**src/rtl/any1_issue_if.sv**
```systemverilog
// Handshake bundle between the scheduler/ROB side, the issue stage and the
// execute unit. The master modport is the issue stage itself.
interface any1_issue_if #(
  parameter int ROB_ENTRIES = 64,
  parameter int PAYLOAD_W   = 256
);
  localparam int RID_W = $clog2(ROB_ENTRIES);

  logic [RID_W:0]       selection;
  logic [PAYLOAD_W-1:0] sel_payload;
  logic                 sel_stall;
  logic                 ex_valid;
  logic [RID_W-1:0]     ex_rid;
  logic [PAYLOAD_W-1:0] ex_payload;
  logic                 ex_ready;
  logic                 out_set_v;
  logic [RID_W-1:0]     out_set_rid;

  modport master (
    input  selection, sel_payload, ex_ready,
    output sel_stall, ex_valid, ex_rid, ex_payload, out_set_v, out_set_rid
  );

  modport slave (
    output selection, sel_payload, ex_ready,
    input  sel_stall, ex_valid, ex_rid, ex_payload, out_set_v, out_set_rid
  );
endinterface

```
**src/rtl/any1_issue_stage.sv**
```systemverilog
// ANY-1 issue stage: 2-entry skid buffer between the scheduler and the
// execute unit, with mark-out pulses back to the ROB.
//
// state | meaning
// EMPTY | no entries queued, ex_valid low
// ONE   | s0 holds the head entry
// FULL  | s0 is the head, s1 the next entry; no space unless s0 pops
module any1_issue_stage #(
  parameter int ROB_ENTRIES = 64,
  parameter int PAYLOAD_W   = 256
) (
  input  logic         clk,
  input  logic         rst,
  input  logic         flush,
  any1_issue_if.master bus,
  output logic [31:0]  issue_count,
  output logic [31:0]  drop_count
);
  localparam int RID_W = $clog2(ROB_ENTRIES);

  typedef enum logic [1:0] {EMPTY = 2'd0, ONE = 2'd1, FULL = 2'd2} state_t;

  state_t               state;
  state_t               state_nxt;
  logic [RID_W-1:0]     s0_rid;
  logic [RID_W-1:0]     s1_rid;
  logic [PAYLOAD_W-1:0] s0_pay;
  logic [PAYLOAD_W-1:0] s1_pay;

  logic [RID_W-1:0] sel_rid;
  logic             vsel;
  logic             dup;
  logic             space;
  logic             pop;
  logic             push;
  logic             ld_s0_new;
  logic             ld_s0_s1;
  logic             ld_s1_new;

  assign sel_rid = bus.selection[RID_W-1:0];
  assign vsel    = ~bus.selection[RID_W];
  assign pop     = bus.ex_valid & bus.ex_ready;
  // Compare against slots occupied before the edge, including a slot being popped.
  assign dup     = ((state != EMPTY) && (s0_rid == sel_rid)) ||
                   ((state == FULL) && (s1_rid == sel_rid));
  assign space   = (state != FULL) | pop;
  assign push    = vsel & ~dup & space & ~flush;

  assign bus.sel_stall  = vsel & ~push;
  assign bus.ex_valid   = (state != EMPTY);
  assign bus.ex_rid     = s0_rid;
  assign bus.ex_payload = s0_pay;

  // Next-state and slot load selects; flush empties the buffer unconditionally.
  always_comb begin
    state_nxt = state;
    ld_s0_new = 1'b0;
    ld_s0_s1  = 1'b0;
    ld_s1_new = 1'b0;
    if (flush) begin
      state_nxt = EMPTY;
    end else begin
      case (state)
        EMPTY: begin
          if (push) begin
            state_nxt = ONE;
            ld_s0_new = 1'b1;
          end
        end
        ONE: begin
          if (push && !pop) begin
            state_nxt = FULL;
            ld_s1_new = 1'b1;
          end else if (push && pop) begin
            ld_s0_new = 1'b1;
          end else if (pop) begin
            state_nxt = EMPTY;
          end
        end
        FULL: begin
          if (pop && push) begin
            ld_s0_s1  = 1'b1;
            ld_s1_new = 1'b1;
          end else if (pop) begin
            state_nxt = ONE;
            ld_s0_s1  = 1'b1;
          end
        end
        default: state_nxt = EMPTY;
      endcase
    end
  end

  // State register.
  always_ff @(posedge clk or posedge rst) begin
    if (rst) state <= EMPTY;
    else     state <= state_nxt;
  end

  // Slot storage; s0 feeds the execute unit directly.
  always_ff @(posedge clk or posedge rst) begin
    if (rst) begin
      s0_rid <= '0;
      s0_pay <= '0;
      s1_rid <= '0;
      s1_pay <= '0;
    end else begin
      if (ld_s0_new) begin
        s0_rid <= sel_rid;
        s0_pay <= bus.sel_payload;
      end else if (ld_s0_s1) begin
        s0_rid <= s1_rid;
        s0_pay <= s1_pay;
      end
      if (ld_s1_new) begin
        s1_rid <= sel_rid;
        s1_pay <= bus.sel_payload;
      end
    end
  end

  // Mark-out pulse one cycle after each accepted selection; rid holds otherwise.
  always_ff @(posedge clk or posedge rst) begin
    if (rst) begin
      bus.out_set_v   <= 1'b0;
      bus.out_set_rid <= '0;
    end else begin
      bus.out_set_v <= push;
      if (push) bus.out_set_rid <= sel_rid;
    end
  end

  // Handshake and rejection counters, wrapping modulo 2^32.
  always_ff @(posedge clk or posedge rst) begin
    if (rst) begin
      issue_count <= '0;
      drop_count  <= '0;
    end else begin
      if (pop)           issue_count <= issue_count + 32'd1;
      if (bus.sel_stall) drop_count  <= drop_count + 32'd1;
    end
  end
endmodule

```
**src/flat_wrapper.sv**
```systemverilog
// flat-port wrapper written by rule: the top's interface ports become plain ports
module any1_issue_stage_flat 
#(
  parameter int ROB_ENTRIES = 64,
  parameter int PAYLOAD_W   = 256
)
  (clk, rst, flush, issue_count, drop_count, bus_selection, bus_sel_payload, bus_ex_ready, bus_sel_stall, bus_ex_valid, bus_ex_rid, bus_ex_payload, bus_out_set_v, bus_out_set_rid);
  any1_issue_if #(.ROB_ENTRIES(ROB_ENTRIES), .PAYLOAD_W(PAYLOAD_W)) bus_i ();
  input  logic clk;
  input  logic rst;
  input  logic flush;
  output logic [31:0] issue_count;
  output logic [31:0] drop_count;
  input wire logic [$bits(bus_i.selection)-1:0] bus_selection;
  input wire logic [$bits(bus_i.sel_payload)-1:0] bus_sel_payload;
  input wire logic [$bits(bus_i.ex_ready)-1:0] bus_ex_ready;
  output wire logic [$bits(bus_i.sel_stall)-1:0] bus_sel_stall;
  output wire logic [$bits(bus_i.ex_valid)-1:0] bus_ex_valid;
  output wire logic [$bits(bus_i.ex_rid)-1:0] bus_ex_rid;
  output wire logic [$bits(bus_i.ex_payload)-1:0] bus_ex_payload;
  output wire logic [$bits(bus_i.out_set_v)-1:0] bus_out_set_v;
  output wire logic [$bits(bus_i.out_set_rid)-1:0] bus_out_set_rid;
  assign bus_i.selection = bus_selection;
  assign bus_i.sel_payload = bus_sel_payload;
  assign bus_i.ex_ready = bus_ex_ready;
  assign bus_sel_stall = bus_i.sel_stall;
  assign bus_ex_valid = bus_i.ex_valid;
  assign bus_ex_rid = bus_i.ex_rid;
  assign bus_ex_payload = bus_i.ex_payload;
  assign bus_out_set_v = bus_i.out_set_v;
  assign bus_out_set_rid = bus_i.out_set_rid;
  any1_issue_stage #(.ROB_ENTRIES(ROB_ENTRIES), .PAYLOAD_W(PAYLOAD_W)) u_core (.clk(clk), .rst(rst), .flush(flush), .bus(bus_i), .issue_count(issue_count), .drop_count(drop_count));
endmodule
```
**config.mk**
```make
export PLATFORM = sky130hd
export DESIGN_NAME = any1_issue_stage_flat
export DESIGN_NICKNAME = d
export VERILOG_FILES = /design/src/rtl/any1_issue_if.sv /design/src/rtl/any1_issue_stage.sv /design/src/flat_wrapper.sv
export SDC_FILE = /design/constraint.sdc
export NUM_CORES = 1
export LEC_CHECK = 0
export ABC_AREA = 1
export ABC_CLOCK_PERIOD_IN_PS = 20500
export CAP_MARGIN = 20
export CORE_AREA = 2 2 231 233
export CTS_CLUSTER_DIAMETER = 200
export DETAILED_ROUTE_END_ITERATION = 7
export DIE_AREA = 0 0 233 235
export DONT_BUFFER_PORTS = 1
export PLACE_DENSITY = 0.66
export SLEW_MARGIN = 30
export SYNTH_ARGS = -nofsm -noshare
export SYNTH_HDL_FRONTEND = slang
export SYNTH_SLANG_ARGS = --single-unit
export TNS_END_PERCENT = 20
```
**constraint.sdc**
```tcl
create_clock -name clk -period 20.5 [get_ports clk]
set_input_delay 4.1 -clock clk [delete_from_list [all_inputs] [get_ports clk]]
set_output_delay 4.1 -clock clk [all_outputs]
set_load 0.005 [all_outputs]
```
[Yosys cells after proc, flatten, opt, wreduce, memory -nomap -nowiden]
Index checks and enable logic that the tools add are counted.
Operators by class
  add/subtract/negate cells: 2
  multiply operators: 0
  divide/modulo/power cells: 0
  order comparisons: 0
  equal/unequal tests: 10
  shift operators: 0
  multiplexer cells: 24
  bitwise logic cells: 10
  reduce and logical (&&, ||, !) cells: 10
Operator list (number)
  256-bit 2-to-1 mux: 2
  32-bit by 1-bit adder with 32-bit output, second input constant: 2
  2-bit 2-to-1 mux: 7
  6-bit equality test: 2
  6-bit 2-to-1 mux: 2
  1-bit 2-to-1 mux: 10
  3-bit by 2-bit != test with 1-bit output, second input constant: 2
  2-bit one-hot mux with 3 select lines: 1
  1-bit bitwise AND: 5
  5-bit AND reduction: 1
  1-bit logical AND: 4
  4-bit by 2-bit != test with 1-bit output, second input constant: 1
  4-bit by 3-bit != test with 1-bit output, second input constant: 1
  1-bit inverter: 4
  1-bit one-hot mux with 2 select lines: 2
  2-bit nonzero test: 2
  3-bit != test, second input constant: 1
  2-bit by 1-bit equality test with 1-bit output, second input constant: 1
  2-bit equality test, second input constant: 1
  2-bit logical NOT: 1
  2-bit != test, second input constant: 1
  1-bit logical NOT: 1
  1-bit logical OR: 1
  1-bit bitwise OR: 1
Storage, ports and cells
  register bits after elaboration: 597
  bits in latches: 0
  RAM bits: 0
  memory bits (read-only): 0
  output and inout bits: 335
  word-level logic and storage cells: 65
  memories kept: 0

[Logic depth before layout (Yosys ltp)]
  word-level depth: 13
  mapped depth: 14

[Worst setup path before layout]
No wires, ideal clock.
  path kind: input to output
  start: in bus_selection[3]
  end: out bus_sel_stall
  arrival time: 5.117 ns
  required time: 16.400 ns
  path slack: 11.283 ns
  stages on the path: 9
  buffers on the path: 1
  cells stage by stage: inv_1 -> a21oi_1 -> nand3_1 -> nor2_1 -> nor2_4 -> nand2_1 -> nand2_1 -> inv_1 -> buf_2
Between the ends
  cells in the longest elaborated chain, start to end: 9
  elaborated cells between the ends (all ways): 11
Ends and longest elaborated chain
  start, declared: line flat_wrapper.sv:14  | input wire logic [$bits(bus_i.selection)-1:0] bus_selection;
  6-bit equality test (on tied branches): line any1_issue_stage.sv:44, any1_issue_stage.sv:45
  1-bit logical AND (on tied branches): line any1_issue_stage.sv:44, any1_issue_stage.sv:45
  1-bit logical OR *: line any1_issue_stage.sv:44  | assign dup = ((state != EMPTY) && (s0_rid == sel_rid)) ||
  1-bit inverter *: line any1_issue_stage.sv:47  | assign push = vsel & ~dup & space & ~flush;
  1-bit bitwise AND * (3 in a row): line any1_issue_stage.sv:47
  1-bit inverter *: line any1_issue_stage.sv:49  | assign bus.sel_stall = vsel & ~push;
  1-bit bitwise AND *: line any1_issue_stage.sv:49
  end, declared: line flat_wrapper.sv:17  | output wire logic [$bits(bus_i.sel_stall)-1:0] bus_sel_stall;
Every way passes the cells marked *; elsewhere a longest branch is shown, timed or not.

[Final worst setup path]
  start: in bus_selection[1]
  end: out bus_sel_stall
The elaborated chain is that of the path after synthesis.

==> report_table.html <==
<table>
<tr><th>Metric</th><th>Value</th></tr>
<tr><th colspan="2">Hold path</th></tr>
<tr><td>Hold Crit Class</td><td>flip-flop to flip-flop</td></tr>
<tr><th colspan="2">Cells and area</th></tr>
<tr><td>Filler cell count</td><td>~4700</td></tr>
<tr><td>Layout cell share with drive strength beyond 1</td><td>4.65%</td></tr>
<tr><td>Area added between synthesis and finish</td><td>7.86%</td></tr>
<tr><td>Leading cell type in the layout, fill and taps excluded</td><td>nand3_1</td></tr>
<tr><td>Antenna Cells</td><td>0</td></tr>
<tr><td>Top library cells by usage in the layout, fill and taps aside</td><td>nand3_1, nand2_1, dfrtp_1, clkbuf_16, inv_1</td></tr>
<tr><td>Layout Utilization</td><td>55.2%</td></tr>
<tr><td>Cell area after layout</td><td>28800 sq um</td></tr>
<tr><td>Post-layout net count</td><td>3282</td></tr>
<tr><th colspan="2">Detailed routing</th></tr>
<tr><td>Antenna Nets Post-Route</td><td>0</td></tr>
<tr><td>Number of design-rule violations left by the first detailed-router iteration</td><td>~2500</td></tr>
<tr><td>Routed via count divided by cell count</td><td>5.93</td></tr>
<tr><td>Routed wirelength normalized by instance count</td><td>21.7 um</td></tr>
<tr><td>TritonRoute pass-1 iters</td><td>5</td></tr>
<tr><td>Total via count in the routed design</td><td>22200</td></tr>
<tr><td>Total Wirelength</td><td>81.2 mm</td></tr>
<tr><td>Remaining routing DRC violations</td><td>0</td></tr>
<tr><th colspan="2">Global routing</th></tr>
<tr><td>Global route overflow</td><td>0</td></tr>
<tr><td>Maximum number of pins on one net before global-route repair</td><td>~210</td></tr>
<tr><td>Wire length of the first global-routing pass</td><td>approximately 130 mm</td></tr>
<tr><td>GRT Util Overall</td><td>between 20% and 30%</td></tr>
<tr><td>Antenna violations before repair</td><td>0</td></tr>
<tr><td>Number of global-route vias before repair</td><td>between 20000 and 25000</td></tr>
<tr><th colspan="2">Yosys</th></tr>
<tr><td>Avg Cell Area, Syn</td><td>approximately 8.5 sq um</td></tr>
<tr><td>Post-Syn Area</td><td>26700 sq um</td></tr>
<tr><td>Total nets after synthesis</td><td>3426</td></tr>
<tr><td>Flip-flop and latch count after synthesis</td><td>597</td></tr>
<tr><td>Sequential element share of the synthesized area</td><td>55.9%</td></tr>
<tr><td>Post-synthesis instance total</td><td>3153</td></tr>
<tr><td>Number of warnings issued by yosys</td><td>0</td></tr>
<tr><td>Number of different library cells in the post-synthesis netlist</td><td>30</td></tr>
<tr><th colspan="2">Worst setup path</th></tr>
<tr><td>Critical path startpoint category</td><td>input port</td></tr>
<tr><td>Critical Path Fanout Max</td><td>33</td></tr>
<tr><td>Critical path data arrival time</td><td>slightly above 6 ns</td></tr>
<tr><td>Endpoint kind of the worst setup timing path</td><td>primary output</td></tr>
<tr><td>Startpoint-to-endpoint class of the critical path</td><td>input port to primary output</td></tr>
<tr><td>Critical path data required time</td><td>between 15 and 20 ns</td></tr>
<tr><th colspan="2">Clock network</th></tr>
<tr><td>CTS Buf Count</td><td>66</td></tr>
<tr><td>Later-pin clock latency in the skew report</td><td>0.59 ns</td></tr>
<tr><td>Buffer cell driving the clock tree root</td><td>clkbuf_16</td></tr>
<tr><td>H-tree levels</td><td>3</td></tr>
<tr><td>Hold bufs inserted after CTS</td><td>0</td></tr>
<tr><td>Sinks on Clock Net</td><td>597</td></tr>
<tr><td>Clk pin slew, worst setup/hold paths</td><td>about 0.060 ns</td></tr>
<tr><td>Number of buffers inserted to repair setup after CTS</td><td>0</td></tr>
<tr><td>Count of cells resized by post-cts repair</td><td>0</td></tr>
<tr><td>Maximum clock path buffer count</td><td>3</td></tr>
<tr><td>CTS tree</td><td>built</td></tr>
<tr><th colspan="2">Place</th></tr>
<tr><td>Number of I/O port buffers</td><td>0</td></tr>
<tr><td>Total half-perimeter wirelength after legalization and detailed placement</td><td>just over 50 mm</td></tr>
<tr><td>Global placer's final weighted congestion</td><td>0.922</td></tr>
<tr><td>Standard cell area after detailed placement</td><td>approximately 27000 sq um</td></tr>
<tr><th colspan="2">Timing</th></tr>
<tr><td>Final hold violation count</td><td>0</td></tr>
<tr><td>Unrepaired setup endpoints after global routing</td><td>false</td></tr>
<tr><td>Normalized max-slew margin</td><td>34.5%</td></tr>
<tr><td>Fin Hold WS</td><td>approximately 0.47 ns</td></tr>
<tr><td>Period Utilization, post-route</td><td>50.2%</td></tr>
<tr><td>Setup violators final</td><td>0</td></tr>
<tr><td>Slew at the pin closest to its max-slew limit</td><td>0.982 ns</td></tr>
<tr><td>Setup_tns</td><td>0 ns</td></tr>
<tr><td>Post-Route Skew</td><td>0.0152 ns</td></tr>
<tr><td>Timing-limited maximum frequency</td><td>slightly below 0.1 GHz</td></tr>
<tr><td>Slew Limit Fails</td><td>0</td></tr>
<tr><td>Clock period minus worst slack</td><td>about 10 ns</td></tr>
<tr><th colspan="2">Floorplan</th></tr>
<tr><td>Total number of placement rows</td><td>84</td></tr>
<tr><td>Top-Level Pins</td><td>602</td></tr>
<tr><td>Chip Height</td><td>~240 um</td></tr>
<tr><td>Initial Utilization</td><td>51.2%</td></tr>
<tr><td>Die Outline Area</td><td>54800 sq um</td></tr>
<tr><td>Placeable Area</td><td>52200 sq um</td></tr>
<tr><td>DIE WIDTH</td><td>233 um</td></tr>
<tr><th colspan="2">Power</th></tr>
<tr><td>Static leakage</td><td>14.2 nW</td></tr>
<tr><td>Power density normalized to cell area</td><td>143 nW/um^2</td></tr>
<tr><td>Peak supply drop</td><td>~89 uV</td></tr>
<tr><td>Post-route total power</td><td>4.12 mW</td></tr>
<tr><th colspan="2">Run status</th></tr>
<tr><td>Status</td><td>completed</td></tr>
<tr><th colspan="2">Job</th></tr>
<tr><td>Count of max-cap constraint violations</td><td>0</td></tr>
</table>
worst paths after layout:
kind | depth (start not counted) | slack, ns | to | start
worst min-delay path | 2 | 0.47 | u_core.s1_pay[148]$_DFFE_PP0P_ | u_core.s1_pay[148]$_DFFE_PP0P_
worst max-delay path | 10 | 10.21 | bus_sel_stall | bus_selection[1]
min in group asynchronous | 1 | 3.48 | u_core.issue_count[21]$_DFFE_PP0P_ | rst
worst max register to register | 13 | 16.33 | u_core.bus.ex_payload[57]$_DFFE_PP0P_ | u_core.state[0]$_DFFE_PP0P_
worst min register to register | 2 | 0.47 | u_core.s1_pay[148]$_DFFE_PP0P_ | u_core.s1_pay[148]$_DFFE_PP0P_
max in group asynchronous | 3 | 15.04 | u_core.bus.ex_payload[93]$_DFFE_PP0P_ | rst
Yosys cell counts, drive strengths merged:
cell type     n  share of area, %
a21oi         4             0.075
a31oi         1             0.023
buf         162               3.7
clkbuf       75               1.1
dfrtp       597                56
ha            6              0.28
inv          68              0.95
nand2       988                14
nand3      1071                20
nand3b        7              0.21
nand4        12              0.28
nor2         56              0.82
nor3         23              0.43
nor3b         3             0.084
nor4          3             0.070
o21ai        24              0.45
or2           1             0.023
xnor2        20              0.66
xor2         32               1.0
report_power, final:
group / internal, mW / switching [mW] / leakage (nW) / total [mW]
clock network: 0.687 / 0.484 / 1.04 / 1.17
logic: 0.288 / 0.581 / 5.59 / 0.870
registers: 1.64 / 0.436 / 7.59 / 2.08
metal layers:
metal,track usage (%),wire length (um),vias to the layer above
met3,10.9,9140,147
met4,10.7,2800,0
met1,36.5,30500,11000
met5,0,0,-
li1,-,-,10200
met2,45.6,38800,933
cell families after synthesis:
family	count (synthesis)	synth area share, %
AO/OA/AOI/OAI	29	0.548
flip-flops	597	55.9
adder cells (fa/ha/maj)	6	0.281
buffers and inverters	305	5.66
AND/OR/NAND/NOR	2164	35.9
XOR/XNOR	52	1.70
state kept, by name, indices dropped and copies added (netlist names):
signal	cells
u_core.drop_count	32
u_core.issue_count	32
u_core.bus.out_set_rid	6
u_core.bus.ex_payload	256
u_core.bus.ex_rid	6
u_core.state	2
u_core.s1_pay	256
u_core.bus.out_set_v	1
u_core.s1_rid	6
worst max-delay path, cell delays in order:
cell     delay (ns)
inv_2          0.03
nand2_1        0.05
nand2_1        0.05
nor2_1         0.12
nand2_1        0.08
nor2_1         0.20
nor2_4         0.09
nand2_1        0.34
nand2_2        0.48
inv_2          0.63
area by class of cell:
| type | count | area (sq um) | area share (%) |
|---|---|---|---|
| Clock inverter | 21 | 253 | 0.877 |
| Tap cell | 688 | 861 | 2.99 |
| Multi-Input combinational cell | 2251 | 10300 | 35.8 |
| Inverter | 68 | 279 | 0.968 |
| Sequential cell | 597 | 14900 | 51.8 |
| Clock buffer | 91 | 1860 | 6.44 |
| Timing Repair Buffer | 25 | 310 | 1.08 |
per-stage QoR:
stage,std cells,worst slack [ns]
final,3741,10.21
after global routing,3741,9.92
after CTS,3739,10.21
after detailed placement,3627,10.21
after global placement,3627,9.47
after floorplan,3153,8.26
Note: power is estimated with default switching activity, not from simulation.
